`src/rtl/isi_pkg.sv`:
```
// isi_pkg: state encoding, direction constants and lamp codes shared by the intersection scheduler.
package isi_pkg;

    typedef enum logic [3:0] {
        NS_G,
        NS_Y,
        AR1,
        EW_G,
        EW_Y,
        AR2,
        PRE_Y,
        PRE_AR,
        PRE_G,
        PRE_EXIT
    } state_e;

    localparam logic NS = 1'b0;
    localparam logic EW = 1'b1;

    typedef struct packed {
        logic green;
        logic yellow;
        logic red;
    } lamp_t;

    localparam lamp_t LAMP_G = 3'b100;
    localparam lamp_t LAMP_Y = 3'b010;
    localparam lamp_t LAMP_R = 3'b001;

    function automatic logic is_pre(state_e s);
        return s inside {PRE_Y, PRE_AR, PRE_G, PRE_EXIT};
    endfunction

    function automatic int imax(int a, int b);
        return (a > b) ? a : b;
    endfunction

endpackage

```
`src/rtl/intersection_scheduler_if.sv`:
```
// intersection_scheduler_if: request inputs and registered lamp outputs of the intersection scheduler.
interface intersection_scheduler_if;

    logic ped_ns_req;
    logic ped_ew_req;
    logic emg_req;
    logic emg_dir;
    logic green_ns;
    logic yello_ns;
    logic red_ns;
    logic green_ew;
    logic yello_ew;
    logic red_ew;
    logic walk_ns;
    logic walk_ew;
    logic emg_active;

    modport master (
        output ped_ns_req, ped_ew_req, emg_req, emg_dir,
        input  green_ns, yello_ns, red_ns, green_ew, yello_ew, red_ew,
        input  walk_ns, walk_ew, emg_active
    );

    modport slave (
        input  ped_ns_req, ped_ew_req, emg_req, emg_dir,
        output green_ns, yello_ns, red_ns, green_ew, yello_ew, red_ew,
        output walk_ns, walk_ew, emg_active
    );

endinterface

```
`src/rtl/intersection_scheduler_tick_gen.sv`:
```
// tick_gen: free-running prescaler that pulses tick for one clk every TICK_DIV clks.
module tick_gen #(
    parameter int TICK_DIV = 4
) (
    input  logic clk,
    input  logic rst,
    output logic tick
);

    localparam int W = (TICK_DIV > 1) ? $clog2(TICK_DIV) : 1;

    logic [W-1:0] cnt_q, cnt_d;

    assign tick  = (cnt_q == W'(TICK_DIV - 1));
    assign cnt_d = tick ? '0 : cnt_q + W'(1);

    always_ff @(posedge clk or posedge rst) begin
        if (rst) cnt_q <= '0;
        else     cnt_q <= cnt_d;
    end

endmodule

```
`src/rtl/intersection_scheduler.sv`:
```
// intersection_scheduler: two-way traffic light controller with pedestrian requests and emergency preempt.
module intersection_scheduler
    import isi_pkg::*;
#(
    parameter int TICK_DIV    = 4,
    parameter int T_GREEN     = 8,
    parameter int T_MIN_GREEN = 3,
    parameter int T_YELLOW    = 3,
    parameter int T_ALLRED    = 1,
    parameter int T_WALK      = 4
) (
    input logic                     clk,
    input logic                     rst,
    intersection_scheduler_if.slave bus
);

    localparam int T_MAX = imax(imax(imax(T_GREEN, T_MIN_GREEN), imax(T_YELLOW, T_ALLRED)), T_WALK);
    localparam int TW    = $clog2(T_MAX) + 1;

    logic          tick;
    state_e        state_q, state_d;
    logic [TW-1:0] timer_q, timer_d;
    logic          pend_ns_q, pend_ns_d, pend_ew_q, pend_ew_d;
    logic          wen_ns_q, wen_ns_d, wen_ew_q, wen_ew_d;
    logic          emg_pend_q, emg_pend_d, emg_dir_q, emg_dir_d;
    lamp_t         ns_q, ns_d, ew_q, ew_d;
    logic          walk_ns_q, walk_ns_d, walk_ew_q, walk_ew_d;
    logic          emg_act_q, emg_act_d;
    logic          pre_now, dir_now, chg, exit_y;
    logic          ns_end, ew_end, y_end, ar_end, ex_end;

    tick_gen #(.TICK_DIV(TICK_DIV)) u_tick (
        .clk  (clk),
        .rst  (rst),
        .tick (tick)
    );

    always_comb begin
        state_d = state_q;
        // a preempt latched earlier wins over a fresh emg_dir sample
        pre_now = emg_pend_q | bus.emg_req;
        dir_now = emg_pend_q ? emg_dir_q : bus.emg_dir;
        ns_end  = tick && (int'(timer_q) == T_GREEN - 1 || (pend_ew_q && int'(timer_q) >= T_MIN_GREEN - 1));
        ew_end  = tick && (int'(timer_q) == T_GREEN - 1 || (pend_ns_q && int'(timer_q) >= T_MIN_GREEN - 1));
        y_end   = tick && int'(timer_q) == T_YELLOW - 1;
        ar_end  = tick && int'(timer_q) == T_ALLRED - 1;
        ex_end  = tick && int'(timer_q) == T_YELLOW + T_ALLRED - 1;
        case (state_q)
            NS_G:     state_d = pre_now ? ((dir_now == NS) ? PRE_G : PRE_Y) : (ns_end ? NS_Y : NS_G);
            NS_Y:     state_d = y_end ? (pre_now ? PRE_AR : AR1) : NS_Y;
            AR1:      state_d = ar_end ? (pre_now ? PRE_AR : EW_G) : AR1;
            EW_G:     state_d = pre_now ? ((dir_now == EW) ? PRE_G : PRE_Y) : (ew_end ? EW_Y : EW_G);
            EW_Y:     state_d = y_end ? (pre_now ? PRE_AR : AR2) : EW_Y;
            AR2:      state_d = ar_end ? (pre_now ? PRE_AR : NS_G) : AR2;
            PRE_Y:    state_d = y_end ? PRE_AR : PRE_Y;
            PRE_AR:   state_d = ar_end ? PRE_G : PRE_AR;
            PRE_G:    state_d = bus.emg_req ? PRE_G : PRE_EXIT;
            PRE_EXIT: state_d = ex_end ? ((emg_dir_q == NS) ? EW_G : NS_G) : PRE_EXIT;
            default:  state_d = AR2;
        endcase
        chg        = (state_d != state_q);
        timer_d    = chg ? '0 : (tick ? timer_q + TW'(1) : timer_q);
        pend_ns_d  = (pend_ns_q && !(chg && state_d == NS_G)) || bus.ped_ns_req;
        pend_ew_d  = (pend_ew_q && !(chg && state_d == EW_G)) || bus.ped_ew_req;
        wen_ns_d   = chg ? (state_d == NS_G && pend_ns_q) : wen_ns_q;
        wen_ew_d   = chg ? (state_d == EW_G && pend_ew_q) : wen_ew_q;
        emg_pend_d = !is_pre(state_q) && !is_pre(state_d) && pre_now;
        emg_dir_d  = (!is_pre(state_q) && !emg_pend_q && bus.emg_req) ? bus.emg_dir : emg_dir_q;
        // PRE_EXIT spends its first T_YELLOW ticks in yellow, the rest all-red
        exit_y     = (state_q == PRE_EXIT) && int'(timer_q) < T_YELLOW;
        ns_d       = (state_q == NS_G || (state_q == PRE_G && emg_dir_q == NS)) ? LAMP_G :
                     (state_q == NS_Y || (state_q == PRE_Y && emg_dir_q == EW) ||
                      (exit_y && emg_dir_q == NS)) ? LAMP_Y : LAMP_R;
        ew_d       = (state_q == EW_G || (state_q == PRE_G && emg_dir_q == EW)) ? LAMP_G :
                     (state_q == EW_Y || (state_q == PRE_Y && emg_dir_q == NS) ||
                      (exit_y && emg_dir_q == EW)) ? LAMP_Y : LAMP_R;
        walk_ns_d  = (state_q == NS_G) && wen_ns_q && int'(timer_q) < T_WALK;
        walk_ew_d  = (state_q == EW_G) && wen_ew_q && int'(timer_q) < T_WALK;
        emg_act_d  = (state_q == PRE_G);
    end

    always_ff @(posedge clk or posedge rst) begin
        if (rst) begin
            state_q    <= AR2;
            timer_q    <= '0;
            pend_ns_q  <= 1'b0;
            pend_ew_q  <= 1'b0;
            wen_ns_q   <= 1'b0;
            wen_ew_q   <= 1'b0;
            emg_pend_q <= 1'b0;
            emg_dir_q  <= NS;
            ns_q       <= LAMP_R;
            ew_q       <= LAMP_R;
            walk_ns_q  <= 1'b0;
            walk_ew_q  <= 1'b0;
            emg_act_q  <= 1'b0;
        end else begin
            state_q    <= state_d;
            timer_q    <= timer_d;
            pend_ns_q  <= pend_ns_d;
            pend_ew_q  <= pend_ew_d;
            wen_ns_q   <= wen_ns_d;
            wen_ew_q   <= wen_ew_d;
            emg_pend_q <= emg_pend_d;
            emg_dir_q  <= emg_dir_d;
            ns_q       <= ns_d;
            ew_q       <= ew_d;
            walk_ns_q  <= walk_ns_d;
            walk_ew_q  <= walk_ew_d;
            emg_act_q  <= emg_act_d;
        end
    end

    assign bus.green_ns   = ns_q.green;
    assign bus.yello_ns   = ns_q.yellow;
    assign bus.red_ns     = ns_q.red;
    assign bus.green_ew   = ew_q.green;
    assign bus.yello_ew   = ew_q.yellow;
    assign bus.red_ew     = ew_q.red;
    assign bus.walk_ns    = walk_ns_q;
    assign bus.walk_ew    = walk_ew_q;
    assign bus.emg_active = emg_act_q;

endmodule

```
`src/flat_wrapper.sv`:
```
// flat-port wrapper written by rule: the top's interface ports become plain ports
module intersection_scheduler_flat import isi_pkg::*;
#(
    parameter int TICK_DIV    = 4,
    parameter int T_GREEN     = 8,
    parameter int T_MIN_GREEN = 3,
    parameter int T_YELLOW    = 3,
    parameter int T_ALLRED    = 1,
    parameter int T_WALK      = 4
)
  (clk, rst, bus_ped_ns_req, bus_ped_ew_req, bus_emg_req, bus_emg_dir, bus_green_ns, bus_yello_ns, bus_red_ns, bus_green_ew, bus_yello_ew, bus_red_ew, bus_walk_ns, bus_walk_ew, bus_emg_active);
  intersection_scheduler_if bus_i ();
  input logic clk;
  input logic rst;
  input wire logic [$bits(bus_i.ped_ns_req)-1:0] bus_ped_ns_req;
  input wire logic [$bits(bus_i.ped_ew_req)-1:0] bus_ped_ew_req;
  input wire logic [$bits(bus_i.emg_req)-1:0] bus_emg_req;
  input wire logic [$bits(bus_i.emg_dir)-1:0] bus_emg_dir;
  output wire logic [$bits(bus_i.green_ns)-1:0] bus_green_ns;
  output wire logic [$bits(bus_i.yello_ns)-1:0] bus_yello_ns;
  output wire logic [$bits(bus_i.red_ns)-1:0] bus_red_ns;
  output wire logic [$bits(bus_i.green_ew)-1:0] bus_green_ew;
  output wire logic [$bits(bus_i.yello_ew)-1:0] bus_yello_ew;
  output wire logic [$bits(bus_i.red_ew)-1:0] bus_red_ew;
  output wire logic [$bits(bus_i.walk_ns)-1:0] bus_walk_ns;
  output wire logic [$bits(bus_i.walk_ew)-1:0] bus_walk_ew;
  output wire logic [$bits(bus_i.emg_active)-1:0] bus_emg_active;
  assign bus_i.ped_ns_req = bus_ped_ns_req;
  assign bus_i.ped_ew_req = bus_ped_ew_req;
  assign bus_i.emg_req = bus_emg_req;
  assign bus_i.emg_dir = bus_emg_dir;
  assign bus_green_ns = bus_i.green_ns;
  assign bus_yello_ns = bus_i.yello_ns;
  assign bus_red_ns = bus_i.red_ns;
  assign bus_green_ew = bus_i.green_ew;
  assign bus_yello_ew = bus_i.yello_ew;
  assign bus_red_ew = bus_i.red_ew;
  assign bus_walk_ns = bus_i.walk_ns;
  assign bus_walk_ew = bus_i.walk_ew;
  assign bus_emg_active = bus_i.emg_active;
  intersection_scheduler #(.TICK_DIV(TICK_DIV), .T_GREEN(T_GREEN), .T_MIN_GREEN(T_MIN_GREEN), .T_YELLOW(T_YELLOW), .T_ALLRED(T_ALLRED), .T_WALK(T_WALK)) u_core (.clk(clk), .rst(rst), .bus(bus_i));
endmodule
```
`config.mk`:
```
export PLATFORM = sky130hd
export DESIGN_NAME = intersection_scheduler_flat
export DESIGN_NICKNAME = d
export VERILOG_FILES = /design/src/rtl/isi_pkg.sv /design/src/rtl/intersection_scheduler_if.sv /design/src/rtl/intersection_scheduler_tick_gen.sv /design/src/rtl/intersection_scheduler.sv /design/src/flat_wrapper.sv
export SDC_FILE = /design/constraint.sdc
export NUM_CORES = 1
export LEC_CHECK = 0
export BUFFER_PORTS_ARGS = -buffer_cell sky130_fd_sc_hd__buf_2
export CAP_MARGIN = 20
export CORE_MARGIN = 8
export CORE_UTILIZATION = 23
export CTS_CLUSTER_DIAMETER = 100
export DETAILED_ROUTE_END_ITERATION = 16
export SLEW_MARGIN = 20
export SYNTH_ARGS = -nofsm -noshare
export SYNTH_HDL_FRONTEND = slang
export SYNTH_HIERARCHICAL = 1
export SYNTH_SLANG_ARGS = --single-unit
```
`constraint.sdc`:
```
create_clock -name clk -period 3.45 [get_ports clk]
set_input_delay 0.345 -clock clk [delete_from_list [all_inputs] [get_ports clk]]
set_output_delay 0.345 -clock clk [all_outputs]
set_load 0.1 [all_outputs]
```
==> results.md <==
* Outcome: finished, final reports clean
* VDD IR max at 0.3005 mV
* Asr flop ratio synth at 1.000
* First-pass GRT wire length at ~6300 um
* Hold EP: u_core/emg_dir_q$_DFFE_PP0P_
* Final Setup Violations at 0
* Power Density at 888.9 mW/mm^2
* Die Ht at roughly 100 um
* Post-route core utilization at 0.2600
* DP HPWL at ~2800 um
* Top Registers: u_core/state_q: 4 flops, u_core/timer_q: 4 flops, u_core/u_tick/cnt_q: 2 flops
* Synth Area in XOR/XNOR at 0.02754
* TritonRoute pass-1 iters at 5
* Clk sinks at 25
* GRT Overall Usage at 0.07662
* P&R area growth vs syn at 10.46%
* Top cells by area, synth: dfrtp_1, dfstp_2, nor2_1, ha_1, mux2i_1
* Dominant synthesized flop cell: dfrtp_1
* Hold Startpoint: bus_emg_dir
* Worst slew pin tran at between 0.8 and 0.9 ns
* FP Rows at 30
* Synthesized instance count at ~160
* Layout cells sized above 1 at 0.2096
* FMAX at roughly 350 MHz
* Initial antenna violation count at 0
* Die W at 99.15 um
* Pleak at around 0.73 nW
* Synthesized Nets at approximately 170
* Synthesis-stage register bit count at 25
* Post-synthesis mux area share at 0.04170
* Core area at a little under 0.007 sq mm
* Via/cell ratio at between 5 and 6
* R2R setup slack at around 0.59 ns
* DRC viols at 0
* Area share of fa/ha/maj cells after synthesis at 0.03147
* FF/Latch Area at around 630 sq um
* Final net count at ~180
* H-tree depth at 1
* Fin crit share at 0.8278
* EDFF count, synth at 0
* Post-Synth Simple-Gate Area at 0.2526
* Cts repair resizes at 0
* Worst r2r src: u_core/u_tick/cnt_q[0]$_DFF_PP0_
* Syn. warnings at 6
* Kind of critical path: reg -> reg
* CTS root buffer: clkbuf_8
* Worst slack at placement at ~0.65 ns
* CTS tree: done
* Final hold violation count at 0
* Tightest Hold Check Type: in -> reg
* Reg clk slew, reported paths at around 0.080 ns
* Via count at 1297
* Worst Path Required at around 3.6 ns
* Drt total wl at ~3700 um
* Startpoint Class: register
* Pins Over Slew Limit at 0
* Final Skew at roughly 0.0036 ns
* Clk buf depth at 2
* Final setup TNS at 0 ns
* Main combinational cell family by area after synthesis: simple AND/OR/NAND/NOR gates
* Max FO, Critical Path at 11
* Hold path depth at 2
* Initial DRC Count at 95
* Reg2reg path depth at 8
* Vias in the first global route at ~1300
* Register area share after synthesis at 0.3965
* Worst Setup End Kind: register
* I/O Pins at 15
* Largest net degree at the start of global routing at 24
* Worst R2R End: u_core/wen_ns_q$_DFFE_PP0P_
* Fin area at 0.001757 sq mm
* MaxCap Viol Count at 0
* Clk_lat worst skew at about 0.26 ns
* Total area of multi-input combinational cells at 855.8 sq um
* RSZ-0062 raised after global routing: false
* Yosys cell types at 61
* Synth Area in Compound Gates at 0.1849
* Setup ws final at 0.5939 ns
* Placement Cell Area at around 0.0017 sq mm
* WP data arrival at 3.01 ns
* Initial core utilization at 0.2354
* Die Outline Area at between 0.009 and 0.01 sq mm
* Cts bufs inserted at 3
* Area share of the largest cell type after synthesis at 0.3304
* Area of the mapped netlist at roughly 0.0016 sq mm
* ANT nets after route at 0
* Buffers on Ports at 14
* Routed len/inst at 15.13 um
* Fillers at 730
* Overflow left after global routing at 0
* Antenna cells at 0
* Tmin final at 2.856 ns
* Total Power at 0.001562 W
* Syn_area_per_cell at a little over 10 sq um
* Dominant cell type by area after synthesis: dfrtp_1
* Routability congestion estimate at 0.9040
* Max-slew headroom at 0.4369
## per-layer routing
| layer | vias up | routed length, um | GRT usage |
|---|---|---|---|
| met5 | - | 0 | 0 |
| met4 | 0 | 37 | 0.01048 |
| met3 | 4 | 241 | 0.02584 |
| met2 | 46 | 1704 | 0.1253 |
| met1 | 640 | 1754 | 0.09742 |
| li1 | 607 | - | - |
## synthesized netlist by cell type (all sizes together) (2+ instances only)
library cell / instances
ha: 4
a41oi: 2
a2111oi: 2
o2111ai: 2
inv: 6
a211oi: 2
nor2b: 2
dfstp: 4
nand2: 5
mux2: 2
nand2b: 3
a21oi: 6
nor3: 3
nand3b: 5
o22ai: 2
o41ai: 2
or4: 2
xor2: 4
nor3b: 3
dfrtp: 21
nand4: 4
nor2: 18
a211o: 2
o21ai: 2
nor4: 2
and3: 2
mux2i: 4
nand3: 6
nor4bb: 2
a21o: 2
clkbuf: 3
buf: 10
## area by class of cell
type                    instances  share of cell area
multi-input cells             114              0.4872
clock buffers                   4             0.02564
well taps                      80             0.05698
inverters                       6             0.01282
repair buffers                 18             0.05840
flip-flops and latches         25              0.3590
## worst max path at each step
stage               slack, ns                             start                           to  cells past startpoint
floorplan                0.95  u_core/u_tick/cnt_q[0]$_DFF_PP0_  u_core/wen_ns_q$_DFFE_PP0P_                     10
global placement         0.68  u_core/u_tick/cnt_q[0]$_DFF_PP0_  u_core/wen_ns_q$_DFFE_PP0P_                      8
detailed placement       0.65  u_core/u_tick/cnt_q[0]$_DFF_PP0_  u_core/wen_ns_q$_DFFE_PP0P_                      8
CTS                      0.62  u_core/u_tick/cnt_q[0]$_DFF_PP0_  u_core/wen_ns_q$_DFFE_PP0P_                      8
global route             0.43  u_core/u_tick/cnt_q[0]$_DFF_PP0_  u_core/wen_ns_q$_DFFE_PP0P_                      8
finish                   0.59  u_core/u_tick/cnt_q[0]$_DFF_PP0_  u_core/wen_ns_q$_DFFE_PP0P_                      8
## power by group
part	internal (W)	switching, W
registers	0.000393	0.000137
clock network	0.0000825	0.0000871
logic	0.000274	0.000588
## what timing repair did
action | CTS | global route
hold buffers | 1 | 0
setup buffers | 0 | 0
endpoints found under the hold margin | 2 | 0
## cells in the final DEF (no fill, tap or decap), drive strengths merged, types with 2 or more instances in the layout
cell,n
a2111oi,2
a211o,2
a211oi,2
a21o,2
a21oi,6
a41oi,2
and3,2
buf,17
clkbuf,4
dfrtp,21
dfstp,4
ha,4
inv,6
mux2,2
mux2i,4
nand2,5
nand2b,3
nand3,6
nand3b,5
nand4,4
nor2,18
nor2b,2
nor3,3
nor3b,3
nor4,2
nor4bb,2
o2111ai,2
o21ai,2
o22ai,2
o41ai,2
or4,2
xor2,4
## stage by stage
step | std cells | hold WS [ns]
4_1_cts | 247 | 0.3357
6_report | 247 | 0.3426
2_1_floorplan | 158 | 0.08618
3_3_place_gp | 242 | 0.2059
5_1_grt | 247 | 0.3298
3_5_place_dp | 242 | 0.2086
## worst max-delay path, cell delays in order (launching register included)
cell	delay (ns)
dfrtp_1	0.35
ha_1	0.44
nor4bb_1	0.53
o2bb2ai_1	0.20
a221oi_2	0.09
nand3_1	0.22
xor2_1	0.11
a311o_1	0.47
mux2_4	0.34
## cell families (layout without fill, tap and decap cells)
group                      Yosys count  in the layout
and+or+nand+nor                     64             64
AOI/OAI and AO/OA                   35             35
DFF                                 25             25
buffers and inverters               19             28
muxes                                6              6
xor gates and xnor gates             5              5
adders and majority gates            4              4
(Power assumes the default switching activity.)
